<file path="config.mk">
export PLATFORM = sky130hd
export DESIGN_NAME = grid_frame_streamer
export DESIGN_NICKNAME = d
export VERILOG_FILES = /design/src/rtl/grid_stream_pkg.sv /design/src/rtl/grid_frame_streamer_channel.sv /design/src/rtl/grid_frame_streamer.sv
export SDC_FILE = /design/constraint.sdc
export NUM_CORES = 1
export LEC_CHECK = 0
export CAP_MARGIN = 25
export CELL_PAD_IN_SITES_DETAIL_PLACEMENT = 1
export CELL_PAD_IN_SITES_GLOBAL_PLACEMENT = 2
export CORE_UTILIZATION = 38
export DETAILED_ROUTE_END_ITERATION = 6
export GPL_TIMING_DRIVEN = 1
export PLACE_DENSITY_LB_ADDON = 0.3
export SYNTH_ARGS = -nofsm -noshare
export SYNTH_HDL_FRONTEND = slang
export SYNTH_SLANG_ARGS = --single-unit
</file>
<file path="constraint.sdc">
create_clock -name clock -period 18.4 [get_ports clock]
set_input_delay 3.68 -clock clock [delete_from_list [all_inputs] [get_ports clock]]
set_output_delay 3.68 -clock clock [all_outputs]
set_load 0.02 [all_outputs]
</file>
<file path="src/rtl/grid_stream_pkg.sv">
// Shared types and sizing helpers for the grid frame streamer.
package grid_stream_pkg;

  typedef enum logic [1:0] {
    IDLE   = 2'd0,
    SEND   = 2'd1,
    FINISH = 2'd2
  } top_state_e;

  typedef enum logic [1:0] {
    ACTIVE = 2'd0,
    DONE   = 2'd1,
    ABORT  = 2'd2
  } ch_state_e;

  function automatic int ch_bits_f(input int grid_bits, input int channels);
    return grid_bits / channels;
  endfunction

  function automatic int nbytes_f(input int grid_bits, input int channels, input int byte_w);
    return (grid_bits / channels) / byte_w;
  endfunction

  // Byte index width; a single-byte slice still needs one bit of storage.
  function automatic int idx_w_f(input int nbytes);
    return (nbytes > 1) ? $clog2(nbytes) : 1;
  endfunction

  // Timeout counter width; must hold the value TIMEOUT itself.
  function automatic int tmo_w_f(input int timeout);
    return (timeout > 0) ? $clog2(timeout + 1) : 1;
  endfunction

endpackage

</file>
<file path="src/rtl/grid_frame_streamer_channel.sv">
// One output channel: strobe synchroniser, edge detect, byte walker and stall timeout.
module grid_channel_tx
  import grid_stream_pkg::*;
#(
  parameter int BYTE_W      = 8,
  parameter int NBYTES      = 16,
  parameter int SYNC_STAGES = 2,
  parameter int TIMEOUT     = 1_000_000
) (
  input  logic                     clock,
  input  logic                     reset_n,
  input  logic                     start,
  input  logic [NBYTES*BYTE_W-1:0] slice,
  input  logic                     strobe,
  output logic                     tx_start,
  output logic [BYTE_W-1:0]        tx_data,
  output logic                     error,
  output logic                     finished
);

  localparam int IW = idx_w_f(NBYTES);
  localparam int TW = tmo_w_f(TIMEOUT);

  logic [SYNC_STAGES-1:0]         sync_q;
  logic                           prev_q;
  logic                           edge_q;
  ch_state_e                      st_q, st_d;
  logic [IW-1:0]                  idx_q, idx_d;
  logic [TW-1:0]                  tmo_q, tmo_d;
  logic                           err_q, err_d;
  logic [NBYTES-1:0][BYTE_W-1:0]  bytes;

  assign bytes = slice;

  // Bring the async strobe into the clock domain and register its rising edge.
  always_ff @(posedge clock) begin
    if (!reset_n) begin
      sync_q <= '0;
      prev_q <= 1'b0;
      edge_q <= 1'b0;
    end else begin
      sync_q <= {sync_q[SYNC_STAGES-2:0], strobe};
      prev_q <= sync_q[SYNC_STAGES-1];
      edge_q <= sync_q[SYNC_STAGES-1] & ~prev_q;
    end
  end

  // Channel state, byte index, stall counter and sticky error.
  always_ff @(posedge clock) begin
    if (!reset_n) begin
      st_q  <= DONE;
      idx_q <= '0;
      tmo_q <= '0;
      err_q <= 1'b0;
    end else begin
      st_q  <= st_d;
      idx_q <= idx_d;
      tmo_q <= tmo_d;
      err_q <= err_d;
    end
  end

  // Next state: accept restarts the walk; a strobe edge advances it; a stall aborts it.
  always_comb begin
    st_d  = st_q;
    idx_d = idx_q;
    tmo_d = tmo_q;
    err_d = err_q;
    if (start) begin
      st_d  = ACTIVE;
      idx_d = '0;
      tmo_d = '0;
      err_d = 1'b0;
    end else if (st_q == ACTIVE) begin
      if (edge_q) begin
        tmo_d = '0;
        if (idx_q == IW'(NBYTES - 1)) st_d = DONE;
        else                          idx_d = idx_q + 1'b1;
      end else if (TIMEOUT != 0) begin
        if (tmo_q == TW'(TIMEOUT)) begin
          st_d  = ABORT;
          err_d = 1'b1;
        end else begin
          tmo_d = tmo_q + 1'b1;
        end
      end
    end
  end

  assign tx_start = (st_q == ACTIVE);
  assign tx_data  = (st_q == ACTIVE) ? bytes[idx_q] : '0;
  assign error    = err_q;
  assign finished = (st_q != ACTIVE);

endmodule

</file>
<file path="src/rtl/grid_frame_streamer.sv">
// Latches a grid frame and streams CHANNELS equal slices to strobe-paced display drivers.
module grid_frame_streamer
  import grid_stream_pkg::*;
#(
  parameter int GRID_BITS   = 256,
  parameter int CHANNELS    = 2,
  parameter int BYTE_W      = 8,
  parameter int SYNC_STAGES = 2,
  parameter int TIMEOUT     = 1_000_000
) (
  input  logic                         clock,
  input  logic                         reset_n,
  input  logic                         frame_valid,
  output logic                         frame_ready,
  input  logic [GRID_BITS-1:0]         frame_data,
  input  logic [CHANNELS-1:0]          ch_clk,
  output logic [CHANNELS-1:0]          ch_start,
  output logic [CHANNELS*BYTE_W-1:0]   ch_data,
  output logic                         busy,
  output logic                         done,
  output logic [CHANNELS-1:0]          ch_error,
  output logic [15:0]                  frame_count
);

  localparam int CH_BITS = ch_bits_f(GRID_BITS, CHANNELS);
  localparam int NBYTES  = nbytes_f(GRID_BITS, CHANNELS, BYTE_W);

  top_state_e           st_q, st_d;
  logic [GRID_BITS-1:0] frame_q;
  logic                 accept;
  logic [CHANNELS-1:0]  fin;

  assign accept = frame_valid & frame_ready;

  // Frame latch; only the accept cycle samples frame_data.
  always_ff @(posedge clock) begin
    if (accept) frame_q <= frame_data;
  end

  // Top state register and completed-frame counter.
  always_ff @(posedge clock) begin
    if (!reset_n) begin
      st_q        <= IDLE;
      frame_count <= '0;
    end else begin
      st_q <= st_d;
      if (st_q == SEND && (&fin)) frame_count <= frame_count + 16'd1;
    end
  end

  // Next state and handshake/status outputs.
  always_comb begin
    st_d        = st_q;
    frame_ready = 1'b0;
    busy        = 1'b0;
    done        = 1'b0;
    case (st_q)
      IDLE: begin
        frame_ready = reset_n;
        if (accept) st_d = SEND;
      end
      SEND: begin
        busy = 1'b1;
        if (&fin) st_d = FINISH;
      end
      FINISH: begin
        busy = 1'b1;
        done = 1'b1;
        st_d = IDLE;
      end
      default: st_d = IDLE;
    endcase
  end

  for (genvar c = 0; c < CHANNELS; c++) begin : g_ch
    grid_channel_tx #(
      .BYTE_W      (BYTE_W),
      .NBYTES      (NBYTES),
      .SYNC_STAGES (SYNC_STAGES),
      .TIMEOUT     (TIMEOUT)
    ) u_tx (
      .clock    (clock),
      .reset_n  (reset_n),
      .start    (accept),
      .slice    (frame_q[c*CH_BITS +: CH_BITS]),
      .strobe   (ch_clk[c]),
      .tx_start (ch_start[c]),
      .tx_data  (ch_data[c*BYTE_W +: BYTE_W]),
      .error    (ch_error[c]),
      .finished (fin[c])
    );
  end

endmodule

</file>
==> impl_results.md <==
* Vias at 8,531
* Ys Warns at 0
* Initial core utilization at 39.05%
* Least-Margin Pin Slew at 0.9152 ns
* Seq/Total Area, Yosys at 68.19%
* TritonCTS clock tree: built
* PnR worst setup slack at 9.462 ns
* Clock-pin transition on the worst setup and hold timing paths at 0.05 ns
* Core Rows at 68
* Top post-synthesis cells by count: edfxtp_1, dfxtp_1, mux4_2
* Reg-to-Reg Start: st_q[1]$_SDFFE_PN0P_
* Drt pass-1 iters at 4
* RSZ-0062 raised after global routing: no
* Die Area at 36,610 um^2
* Post-synth EDFFs at 256
* CP cell instances: clkdlybuf4s50_1, and2_1, clkdlybuf4s50_1
* Pins Over Slew Limit at 0
* Top post-synthesis cells by area: edfxtp_1, dfxtp_1, mux4_2
* Cell mode on critical path: clkdlybuf4s50_1
* Post-CTS repair timing setup buffer count at 0
* Die Ht at 191.3 um
* Core area at 34,880 um^2
* Drc violations at 0
* Cell Area, Synth at 13,620 um^2
* Root buffer selected by CTS: clkbuf_16
* Tmin final at 8.938 ns
* First-pass GRT wire length at 52,830 um
* Worst endpoint required time at 14.72 ns
* Routability cong. at 0.7566
* Hold path endpoint: g_ch[1].u_tx.edge_q$_SDFF_PN0_
* Mean Syn Cell Area at 16.16 um^2
* CP Capture Type: output pin
* Worst Hold Class: reg -> reg
* Primary FF master, synth: edfxtp_1
* Remaining antenna violation count at 0
* R2R setup slack at 15.75 ns
* Status: finished clean
* Placed wire-length estimate at 24,890 um
* H-tree depth at 2
* Synth area leader: edfxtp_1
* CTS Hold Buffers Added at 0
* Hold path start: g_ch[1].u_tx.prev_q$_SDFF_PN0_
* CTS Buffer Depth at 3
* Vias per cell at 5.218
* Critical Path Max Stage Delay at 0.79 ns
* Hold depth at 1
* Wirelength, routed at 35,120 um
* Iter 0 DRT Violations at 380
* Buffers & Inverters on Critical Path at 2
* Slowest CP cell: clkdlybuf4s50_1
* Synth cell types at 61
* Place WS at 9.425 ns
* Max IR drop VDD at 0.00008164 V
* # fillers at 3,388
* Max Clk Rate at 111.9 MHz
* PortBufs at 299
* Setup TNS at 0 ns
* Initial antenna violation count at 12
* Pin count of the biggest net entering global routing at 88
* Vias in the first global route at 8,989
* Die W at 191.3 um
* Wirelength per Cell at 21.48 um
* Startpoint types: input pin
* Slew HR at 38.91%
* Sink Count at 336
* All-Layer GR Usage at 19.40%
* Syn Nets at 1,115
* Clock skew at 0.01476 ns
* Count leader, synth: edfxtp_1
* FF+latch area at 9291 um^2
* End of the worst register-to-register path: frame_q[144]$_DFFE_PP_
* Worst Reg-to-Reg Cells at 4
* Total congestion overflow at 0
* Leakage at 5.976 nW
* Endpoints failing setup at 0
* Total CTS buffers at 37
* Critical Path Stages at 3
* Yosys top cell area share at 56.43%
* Synth Register Bits at 336
* Pwr dens at 103.7 nW/um^2
* Clk Latency, worst-skew pair at 0.54 ns
* IO Pins at 300
* CP Class: in -> out
* Max FO, Critical Path at 17
* Async SR Flop Fraction at 0%
* Max_cap viols at 0
* Final net count at 1,419
* Crit path DAT at 5.26 ns
* Fraction of layout cells with a size suffix above 1 at 11.84%
* Area of the multi-input gates at 4076 um^2
* Area Growth Syn to Fin at 33.69%
* Crit share post-route at 48.57%
* Hold Fails Final Rpt at 0
* Cts repair resizes at 0
* Cells after synthesis at 843
* Critical path's top delay family: buffers and inverters
registers in the layout, summed over array words and instances (netlist names):
| register | flops |
|---|---|
| frame_count | 16 |
| g_ch.u_tx.st_q | 4 |
| g_ch.u_tx.edge_q | 2 |
| g_ch.u_tx.prev_q | 2 |
| g_ch.u_tx.error | 2 |
| frame_q | 256 |
| st_q | 2 |
| g_ch.u_tx.tmo_q | 40 |
| g_ch.u_tx.idx_q | 8 |
| g_ch.u_tx.sync_q | 4 |
worst max-delay path by stage:
stage	start	end	slack, ns
2_1_floorplan	reset_n	frame_q[0]$_DFFE_PP_	7.87
3_3_place_gp	reset_n	frame_ready	9.47
3_5_place_dp	reset_n	frame_ready	9.43
4_1_cts	reset_n	frame_ready	9.42
5_1_grt	reset_n	frame_ready	9.33
6_report	reset_n	frame_ready	9.46
layout by cell type, fill, tap and decap left out, types with 3 or more instances in the layout:
| cell | Yosys | routed |
|---|---|---|
| inv_1 | 11 | 11 |
| nor3_1 | 5 | 5 |
| nor4b_1 | 4 | 4 |
| clkdlybuf4s50_1 | 0 | 299 |
| nand3_1 | 26 | 26 |
| mux2i_1 | 41 | 41 |
| clkbuf_16 | 0 | 38 |
| clkbuf_1 | 16 | 10 |
| nor2_1 | 36 | 36 |
| and3_1 | 10 | 9 |
| a31oi_1 | 5 | 5 |
| o31ai_1 | 7 | 7 |
| ha_1 | 11 | 11 |
| edfxtp_1 | 256 | 256 |
| clkinv_2 | 0 | 4 |
| o22ai_1 | 16 | 16 |
| nand2b_1 | 4 | 4 |
| o211ai_1 | 8 | 8 |
| dfxtp_1 | 80 | 78 |
| or4_1 | 11 | 11 |
| and2_1 | 10 | 10 |
| nand2_1 | 37 | 37 |
| or3_1 | 23 | 23 |
| and4_1 | 9 | 9 |
| buf_4 | 5 | 8 |
| mux4_2 | 64 | 64 |
| xnor2_1 | 5 | 5 |
| nand4_1 | 14 | 14 |
| nor4bb_1 | 3 | 3 |
| xor2_1 | 17 | 17 |
| a21oi_1 | 26 | 26 |
| clkinv_1 | 1 | 9 |
| nor3b_1 | 5 | 5 |
| o21ai_0 | 21 | 21 |
| diode_2 | 0 | 6 |
worst register-to-register path, stage by stage, from the launching register on:
cell and delay (ns):
dfxtp_1 0.33, inv_1 0.12, ha_1 0.29, and3_4 0.63
buf_4 0.84
kinds of logic after synthesis:
logic type               count (synthesis)  synth area share, %
flip-flops                             336                68.19
AND/OR/NAND/NOR                        212                9.083
multiplexers                           105                13.59
AO/OA/AOI/OAI                          101                4.785
buffers and inverters                   56                1.929
XOR/XNOR                                22                1.414
adder cells (fa/ha/maj)                 11                1.010
power breakdown:
| part | internal [mW] | switching (mW) | total (mW) |
|---|---|---|---|
| sequential | 0.913 | 0.0273 | 0.941 |
| clock | 0.400 | 0.300 | 0.700 |
| combinational | 0.120 | 0.127 | 0.247 |
metal layers:
layer	wire length, um	share of wire, %	up-vias	GRT usage (%)
met5	38	0.11	-	0
met4	847	2.4	6	6.654
met3	2079	5.9	58	5.287
met2	17800	51	218	33.15
met1	14350	41	4277	23.56
li1	-	-	3972	-
final cells by class:
| class | count | share of cell area (%) |
|---|---|---|
| clock inverter | 16 | 0.6801 |
| tap | 455 | 3.126 |
| multi-input combinational | 451 | 22.38 |
| clock buffer | 50 | 5.530 |
| sequential | 336 | 51.02 |
| timing repair buffer | 308 | 16.91 |
| inverter | 13 | 0.2679 |
| antenna | 6 | 0.08244 |
through the flow:
step / util (%) / hold slack, ns / std cells / power, mW / cell area, um^2
2_1_floorplan: - / 0.3674 / 843 / 1.098 / 13620
3_3_place_gp: 48.85 / 0.3756 / 1562 / 1.197 / 17040
3_5_place_dp: 48.85 / 0.3816 / 1562 / 1.207 / 17040
4_1_cts: 52.09 / 0.3910 / 1628 / 1.911 / 18170
5_1_grt: 52.20 / 0.3973 / 1633 / 1.960 / 18210
6_report: 52.21 / 0.3848 / 1635 / 1.888 / 18210
(Power assumes the default switching activity.)
